===== config.mk =====
export PLATFORM = sky130hd
export DESIGN_NAME = sd_dat_engine
export DESIGN_NICKNAME = d
export VERILOG_FILES = /design/src/rtl/sd_dat_engine.sv
export SDC_FILE = /design/constraint.sdc
export NUM_CORES = 1
export LEC_CHECK = 0
export CORE_MARGIN = 2
export CORE_UTILIZATION = 38
export DETAILED_ROUTE_END_ITERATION = 10
export PLACE_DENSITY = 0.65
export SLEW_MARGIN = 10
export SYNTH_ARGS = -nofsm -noshare
export SYNTH_HDL_FRONTEND = slang
export SYNTH_SLANG_ARGS = --single-unit

===== constraint.sdc =====
create_clock -name iclk -period 14.7 [get_ports iclk]
set_input_delay 3.675 -clock iclk [delete_from_list [all_inputs] [get_ports iclk]]
set_output_delay 3.675 -clock iclk [all_outputs]
set_load 0.01 [all_outputs]

===== src/rtl/sd_dat_engine.sv =====
// sd_dat_engine
//
// Moves one data block across the SD DAT lines, either host-to-card (write) or
// card-to-host (read). Supports 1-bit or 4-bit bus width and keeps one CRC16 per
// active lane. Write transfers also collect the card's CRC-status token and wait
// out its busy indication. Read transfers and busy waits are bounded by timeouts.
//
// Every output is a register. The drive outputs (odata_sd/odata_oe) are computed
// from the current state, so they trail the state register by one cycle.
//
// Ports
//   iclk       SD bus clock, rising edge
//   irst       asynchronous active-high reset
//   isend      start a block write (IDLE only, wins over ircv)
//   ircv       start a block read (IDLE only)
//   iblock     block to write, captured when isend is accepted
//   idata_sd   sampled DAT[3:0]
//   odata_sd   driven DAT[3:0]
//   odata_oe   per-lane output enable
//   oblock     last received block
//   obusy      transfer in progress
//   odone      one-cycle end-of-transfer pulse
//   ocrc_fail  read CRC/end-bit error or bad write status token
//   otimeout   read start-bit, status or busy timeout
module sd_dat_engine #(
    parameter int unsigned LANES        = 4,
    parameter int unsigned BLOCK_BITS   = 128,
    parameter int unsigned RX_TIMEOUT   = 4096,
    parameter int unsigned BUSY_TIMEOUT = 65535
) (
    input  logic                  iclk,
    input  logic                  irst,
    input  logic                  isend,
    input  logic                  ircv,
    input  logic [BLOCK_BITS-1:0] iblock,
    input  logic [3:0]            idata_sd,
    output logic [3:0]            odata_sd,
    output logic [3:0]            odata_oe,
    output logic [BLOCK_BITS-1:0] oblock,
    output logic                  obusy,
    output logic                  odone,
    output logic                  ocrc_fail,
    output logic                  otimeout
);

    // Number of bus cycles in the data phase
    localparam int unsigned N = BLOCK_BITS / LANES;

    // Counter must hold the largest phase length or timeout
    localparam int unsigned MAX_A   = (N > 16) ? N : 16;
    localparam int unsigned MAX_B   = (RX_TIMEOUT > BUSY_TIMEOUT) ? RX_TIMEOUT : BUSY_TIMEOUT;
    localparam int unsigned MAX_ALL = (MAX_A > MAX_B) ? MAX_A : MAX_B;
    localparam int unsigned CW      = $clog2(MAX_ALL + 1);

    localparam logic [CW-1:0] DATA_LAST      = CW'(N - 1);
    localparam logic [CW-1:0] CRC_LAST       = CW'(15);
    localparam logic [CW-1:0] RX_LAST        = CW'(RX_TIMEOUT - 1);
    localparam logic [CW-1:0] BUSY_LAST      = CW'(BUSY_TIMEOUT - 1);
    localparam logic [CW-1:0] STAT_WAIT_LAST = CW'(7);
    localparam logic [CW-1:0] STAT_BITS      = CW'(3);

    localparam logic [3:0] LANE_MASK = (LANES == 4) ? 4'hF : 4'h1;
    localparam logic [2:0] STAT_OK   = 3'b010;

    // FSM encoding
    localparam logic [3:0] IDLE     = 4'd0;
    localparam logic [3:0] TX_START = 4'd1;
    localparam logic [3:0] TX_DATA  = 4'd2;
    localparam logic [3:0] TX_CRC   = 4'd3;
    localparam logic [3:0] TX_END   = 4'd4;
    localparam logic [3:0] TX_STAT  = 4'd5;
    localparam logic [3:0] TX_BUSY  = 4'd6;
    localparam logic [3:0] RX_WAIT  = 4'd7;
    localparam logic [3:0] RX_DATA  = 4'd8;
    localparam logic [3:0] RX_CRC   = 4'd9;
    localparam logic [3:0] RX_END   = 4'd10;
    localparam logic [3:0] DONE     = 4'd11;

    // One serial CRC16 step, polynomial x^16+x^12+x^5+1
    function automatic logic [15:0] crc_step(input logic [15:0] c, input logic b);
        logic fb;
        fb = b ^ c[15];
        return {c[14:0], 1'b0} ^ (fb ? 16'h1021 : 16'h0000);
    endfunction

    function automatic logic [CW-1:0] inc_sat(input logic [CW-1:0] v);
        return (v == {CW{1'b1}}) ? v : v + CW'(1);
    endfunction

    logic [3:0]                  state_q, state_d;
    logic [CW-1:0]               cnt_q, cnt_d;
    logic [BLOCK_BITS-1:0]       shreg_q, shreg_d;
    logic [LANES-1:0][15:0]      crc_q, crc_d;
    logic                        stat_go_q, stat_go_d;
    logic [2:0]                  stat_q, stat_d;

    logic [3:0]                  sd_d;
    logic [3:0]                  oe_d;
    logic [BLOCK_BITS-1:0]       oblock_d;
    logic                        busy_d;
    logic                        done_d;
    logic                        fail_d;
    logic                        timeout_d;

    always_comb begin
        state_d   = state_q;
        cnt_d     = cnt_q;
        shreg_d   = shreg_q;
        crc_d     = crc_q;
        stat_go_d = stat_go_q;
        stat_d    = stat_q;
        sd_d      = 4'hF;
        oe_d      = 4'h0;
        oblock_d  = oblock;
        busy_d    = (state_q != IDLE);
        done_d    = (state_q == DONE);
        fail_d    = ocrc_fail;
        timeout_d = otimeout;

        case (state_q)
            IDLE: begin
                if (isend || ircv) begin
                    cnt_d     = '0;
                    crc_d     = '0;
                    stat_go_d = 1'b0;
                    stat_d    = '0;
                    fail_d    = 1'b0;
                    timeout_d = 1'b0;
                end
                if (isend) begin
                    shreg_d = iblock;
                    state_d = TX_START;
                end else if (ircv) begin
                    state_d = RX_WAIT;
                end
            end

            TX_START: begin
                sd_d    = 4'hF & ~LANE_MASK;
                oe_d    = LANE_MASK;
                cnt_d   = '0;
                state_d = TX_DATA;
            end

            TX_DATA: begin
                oe_d = LANE_MASK;
                // Top LANES bits of the shift register, MSB on the highest lane
                for (int l = 0; l < LANES; l++) begin
                    sd_d[l]  = shreg_q[BLOCK_BITS - LANES + l];
                    crc_d[l] = crc_step(crc_q[l], shreg_q[BLOCK_BITS - LANES + l]);
                end
                shreg_d = {shreg_q[BLOCK_BITS-LANES-1:0], {LANES{1'b0}}};
                if (cnt_q == DATA_LAST) begin
                    cnt_d   = '0;
                    state_d = TX_CRC;
                end else begin
                    cnt_d = inc_sat(cnt_q);
                end
            end

            TX_CRC: begin
                oe_d = LANE_MASK;
                // CRC goes out MSB first by shifting the lane registers
                for (int l = 0; l < LANES; l++) begin
                    sd_d[l]  = crc_q[l][15];
                    crc_d[l] = {crc_q[l][14:0], 1'b0};
                end
                if (cnt_q == CRC_LAST) begin
                    cnt_d   = '0;
                    state_d = TX_END;
                end else begin
                    cnt_d = inc_sat(cnt_q);
                end
            end

            TX_END: begin
                oe_d    = LANE_MASK;
                cnt_d   = '0;
                state_d = TX_STAT;
            end

            TX_STAT: begin
                if (!stat_go_q) begin
                    // Hunting for the status start bit on D0
                    if (!idata_sd[0]) begin
                        stat_go_d = 1'b1;
                        cnt_d     = '0;
                    end else if (cnt_q == STAT_WAIT_LAST) begin
                        timeout_d = 1'b1;
                        state_d   = DONE;
                    end else begin
                        cnt_d = inc_sat(cnt_q);
                    end
                end else if (cnt_q != STAT_BITS) begin
                    stat_d = {stat_q[1:0], idata_sd[0]};
                    cnt_d  = inc_sat(cnt_q);
                end else begin
                    // Status end bit: its value is not checked
                    if (stat_q != STAT_OK) begin
                        fail_d = 1'b1;
                    end
                    cnt_d   = '0;
                    state_d = TX_BUSY;
                end
            end

            TX_BUSY: begin
                if (idata_sd[0]) begin
                    state_d = DONE;
                end else if (cnt_q == BUSY_LAST) begin
                    timeout_d = 1'b1;
                    state_d   = DONE;
                end else begin
                    cnt_d = inc_sat(cnt_q);
                end
            end

            RX_WAIT: begin
                if (!idata_sd[0]) begin
                    cnt_d   = '0;
                    state_d = RX_DATA;
                end else if (cnt_q == RX_LAST) begin
                    timeout_d = 1'b1;
                    state_d   = DONE;
                end else begin
                    cnt_d = inc_sat(cnt_q);
                end
            end

            RX_DATA: begin
                for (int l = 0; l < LANES; l++) begin
                    crc_d[l] = crc_step(crc_q[l], idata_sd[l]);
                end
                shreg_d = {shreg_q[BLOCK_BITS-LANES-1:0], idata_sd[LANES-1:0]};
                if (cnt_q == DATA_LAST) begin
                    cnt_d   = '0;
                    state_d = RX_CRC;
                end else begin
                    cnt_d = inc_sat(cnt_q);
                end
            end

            RX_CRC: begin
                // Compare each received CRC bit against the computed MSB
                for (int l = 0; l < LANES; l++) begin
                    if (idata_sd[l] != crc_q[l][15]) begin
                        fail_d = 1'b1;
                    end
                    crc_d[l] = {crc_q[l][14:0], 1'b0};
                end
                if (cnt_q == CRC_LAST) begin
                    cnt_d   = '0;
                    state_d = RX_END;
                end else begin
                    cnt_d = inc_sat(cnt_q);
                end
            end

            RX_END: begin
                if (idata_sd[LANES-1:0] != {LANES{1'b1}}) begin
                    fail_d = 1'b1;
                end
                oblock_d = shreg_q;
                state_d  = DONE;
            end

            DONE: begin
                state_d = IDLE;
            end

            default: begin
                state_d = IDLE;
            end
        endcase
    end

    always_ff @(posedge iclk or posedge irst) begin
        if (irst) begin
            state_q   <= IDLE;
            cnt_q     <= '0;
            shreg_q   <= '0;
            crc_q     <= '0;
            stat_go_q <= 1'b0;
            stat_q    <= '0;
            odata_sd  <= 4'hF;
            odata_oe  <= 4'h0;
            oblock    <= '0;
            obusy     <= 1'b0;
            odone     <= 1'b0;
            ocrc_fail <= 1'b0;
            otimeout  <= 1'b0;
        end else begin
            state_q   <= state_d;
            cnt_q     <= cnt_d;
            shreg_q   <= shreg_d;
            crc_q     <= crc_d;
            stat_go_q <= stat_go_d;
            stat_q    <= stat_d;
            odata_sd  <= sd_d;
            odata_oe  <= oe_d;
            oblock    <= oblock_d;
            obusy     <= busy_d;
            odone     <= done_d;
            ocrc_fail <= fail_d;
            otimeout  <= timeout_d;
        end
    end

endmodule

==> results_dict.tcl <==
set metrics [dict create \
    outcome "finished, final reports clean" \
    nFillCells 3615 \
    wl_per_cell_um 18.2 \
    maxCapViolations 0 \
    clkTransAtPathRegs_ns 0.05 \
    antenna_found_initial 3 \
    async_flop_share_pct 100 \
    via_per_inst 5.18 \
    fin_cells 2078 \
    cp_slowest_cell "buf_4" \
    cts_setup_buffers 0 \
    grt_pass1_wl_um 60600 \
    startpoint_type "primary input" \
    post_synth.cell_area_avg_um2 11.9 \
    routabilityCongestion 0.770 \
    synth-edff-count 0 \
    p_per_area_mw_per_mm2 113 \
    crit_top_cell "buf_4" \
    root_buffer "clkbuf_16" \
    wirelength_um 37800 \
    core_mm2 0.0397 \
    track_usage_pct 18.2 \
    hold_buffers 0 \
    netSwitchingPower_w 0.000506 \
    drive_above_1_share_pct 14.9 \
    grt_overflow 0 \
    synth_cell_type_count 65 \
    synth-main-ff-cell "dfrtp_1" \
    fin_crit_sh_pct 41.4 \
    worstPathArrival_ns 6.63 \
    setup_viol 0 \
    rows 73 \
    syn_inst 1282 \
    ioPinCount 276 \
    syn_nets 1420 \
    die_area_mm2 0.0419 \
    drc 0 \
    cts_tree "yes" \
    place_inst 2006 \
    power.leakage_nw 8.52 \
    pwr-share-clk_pct 43.6 \
    worstPathCellList "clkdlybuf4s50_1 > inv_8 > buf_4 > buf_4" \
    io_buffers 275 \
    critPathMaxStageDelay_ns 0.83 \
    fmax_mhz 164 \
    ys_seq_area_share_pct 57.8 \
    p_int_w 0.00172 \
    yosysWarnings 0 \
    firstDrtPassIters 5 \
    synth-seq-cells 353 \
    drt_iter0_markers 678 \
    cts_buffer_depth 3 \
    min_period_ns 6.09 \
    cp_data_required_time_ns 15.24 \
    dpl.hpwl_um 24600 \
    hold_viol 0 \
    vias 10800 \
    seq_power_share_pct 49.4 \
    end_kind "async pin" \
    p_comb_share_pct 7.1 \
    slew_violations 0 \
    swShare_pct 22.7 \
    postRouteAntennaNets 0 \
    peakVddDrop_v 0.0000830 \
    grt_max_degree 128 \
    rsz0062_at_grt "no" \
    cts_resized 0 \
    initial_utilization_pct 38.5 \
    tightestPinTransition_ns 1.08 \
    slew_headroom_pct 27.7 \
    cts-htree-levels 2 \
    nNetsFinal 1660 \
    cts_inserted_buffers 39 \
    total_power_w 0.00223 \
    seq_area_mm2 0.00884 \
    worstPathMaxFanout 127 \
    synth_area_mm2 0.0153 \
    setup_tns_ns 0 \
    grt_pass1_vias 10800 \
    die_h_um 205 \
    finalClockSkew_ns 0.0158 \
    worstHoldPathType "reg2reg" \
    critical_path_class "in2async" \
    insertion_delay_ns 0.55 \
    syn2layout_area_growth_pct 28.9 \
    clock_sinks 353 \
    multi_input_area_mm2 0.00604 \
    fp.dieW_um 205 \
]
-- registers in the layout (all words and copies together), names as in the netlist --
name       cells
cnt_q         16
crc_q         64
oblock       128
obusy          1
ocrc_fail      1
odata_oe       1
odata_sd       4
odone          1
otimeout       1
shreg_q      128
stat_go_q      1
stat_q         3
state_q        4
-- per-stage QoR --
stage	instance area [um^2]	hold slack (ns)	setup WS (ns)	utilization, %
floorplan	15300	0.446	1.24	-
finish	19700	0.477	8.61	49.6
detailed placement	18400	0.466	7.86	46.4
CTS	19700	0.480	8.46	49.6
global placement	18400	0.461	7.91	46.4
global route	19700	0.507	8.13	49.6
-- layout make-up --
type,instances,share of cell area (%)
inverter,14,0.305
clock inverter,10,0.584
tap,525,3.33
antenna,1,0.0127
clock buffer,61,5.88
timing repair buffer,288,14.5
sequential,353,44.8
multi-input combinational,826,30.6
-- path summary, 6_finish.rpt --
kind	depth (start not counted)	slack [ns]	endpoint	from
worst max-delay path	4	8.61	crc_q[23]	irst
min in group asynchronous	2	3.70	oblock[58]	irst
worst max register to register	7	10.93	shreg_q[59]	state_q[2]
worst min-delay path	2	0.48	crc_q[53]	crc_q[53]
worst min register to register	2	0.48	crc_q[53]	crc_q[53]
max in group iclk	7	8.84	shreg_q[59]	isend
-- cell usage after synthesis (all sizes together), types with 2 or more instances --
cell / n / area, um^2
nor4b: 3 / 41.3
nor2: 150 / 566
a22oi: 8 / 60.1
o31ai: 5 / 37.5
mux2: 138 / 1550
o41ai: 3 / 33.8
nand3: 12 / 60.1
nor4: 6 / 65.1
xor2: 6 / 52.6
and2: 2 / 15.0
xnor2: 2 / 17.5
o22a: 6 / 52.6
o22ai: 3 / 18.8
ha: 2 / 25.0
and3: 3 / 18.8
a31oi: 2 / 12.5
o21a: 4 / 30.0
or4b: 2 / 20.0
buf: 56 / 294
a21oi: 143 / 716
a211o: 2 / 17.5
o221ai: 2 / 17.5
mux2i: 132 / 1320
clkbuf: 33 / 124
o211ai: 3 / 22.5
a22o: 60 / 526
a21bo: 3 / 30.0
dfrtp: 349 / 8730
dfstp: 4 / 105
nor2b: 5 / 31.3
o2bb2ai: 4 / 35.0
inv: 14 / 52.6
nor3: 9 / 45.0
nand2: 55 / 206
a21o: 3 / 22.5
nand4: 10 / 68.8
o21ai: 21 / 105
-- cell usage in the layout (no fill, tap or decap), drive strengths merged, types with 2 or more instances in the layout --
| cell | count |
|---|---|
| mux2i | 132 |
| and3 | 3 |
| clkinv | 7 |
| nor2b | 5 |
| o22a | 6 |
| or4b | 2 |
| xnor2 | 2 |
| a211o | 2 |
| clkdlybuf4s50 | 275 |
| nand3 | 12 |
| bufinv | 2 |
| o221ai | 2 |
| o2bb2ai | 4 |
| nor2 | 150 |
| nor4 | 6 |
| o211ai | 3 |
| a21bo | 3 |
| inv | 15 |
| nor4b | 3 |
| o41ai | 3 |
| clkbuf | 61 |
| nand2 | 55 |
| mux2 | 138 |
| a22o | 60 |
| o22ai | 3 |
| o21a | 4 |
| nor3 | 9 |
| dfstp | 4 |
| o31ai | 5 |
| a21oi | 143 |
| xor2 | 6 |
| and2 | 2 |
| buf | 13 |
| a22oi | 8 |
| ha | 2 |
| a21o | 3 |
| dfrtp | 349 |
| a31oi | 2 |
| o21ai | 21 |
| nand4 | 10 |
-- kinds of logic (layout without fill, tap and decap cells) --
group                      count (synthesis)  count (layout)  synth area share, %
AOI/OAI and AO/OA                        282             282                 11.9
xor gates and xnor gates                   8               8                0.458
adders and majority gates                  2               2                0.164
buffers and inverters                    103             373                 3.07
DFF                                      353             353                 57.8
muxes                                    270             270                 18.8
other                                      0               1                    0
and+or+nand+nor                          264             264                 7.83
-- power by group through the flow --
stage                     combinational (W)  clock [W]  sequential, W
after floorplan                    0.000102          0        0.00110
after detailed placement           0.000160          0        0.00112
after CTS                          0.000162    0.00100        0.00110
after global placement             0.000157          0        0.00112
final                              0.000158   0.000972        0.00110
after global routing               0.000177    0.00105        0.00111
-- metal layers --
| layer | global-route usage, % | part of all wire [%] | wire length, um | vias up |
|---|---|---|---|---|
| li1 | - | - | - | 5080 |
| met1 | 25.0 | 45 | 17000 | 5333 |
| met2 | 27.7 | 46 | 17300 | 287 |
| met3 | 4.72 | 6.7 | 2550 | 52 |
| met4 | 6.44 | 2.3 | 853 | 4 |
| met5 | 0 | 0.074 | 28 | - |
-- critical path: cells and delay by family --
family	cells	cell delay [ns]
buffers and inverters	4	2.79
No activity file was read; power rests on OpenSTA's default activity.
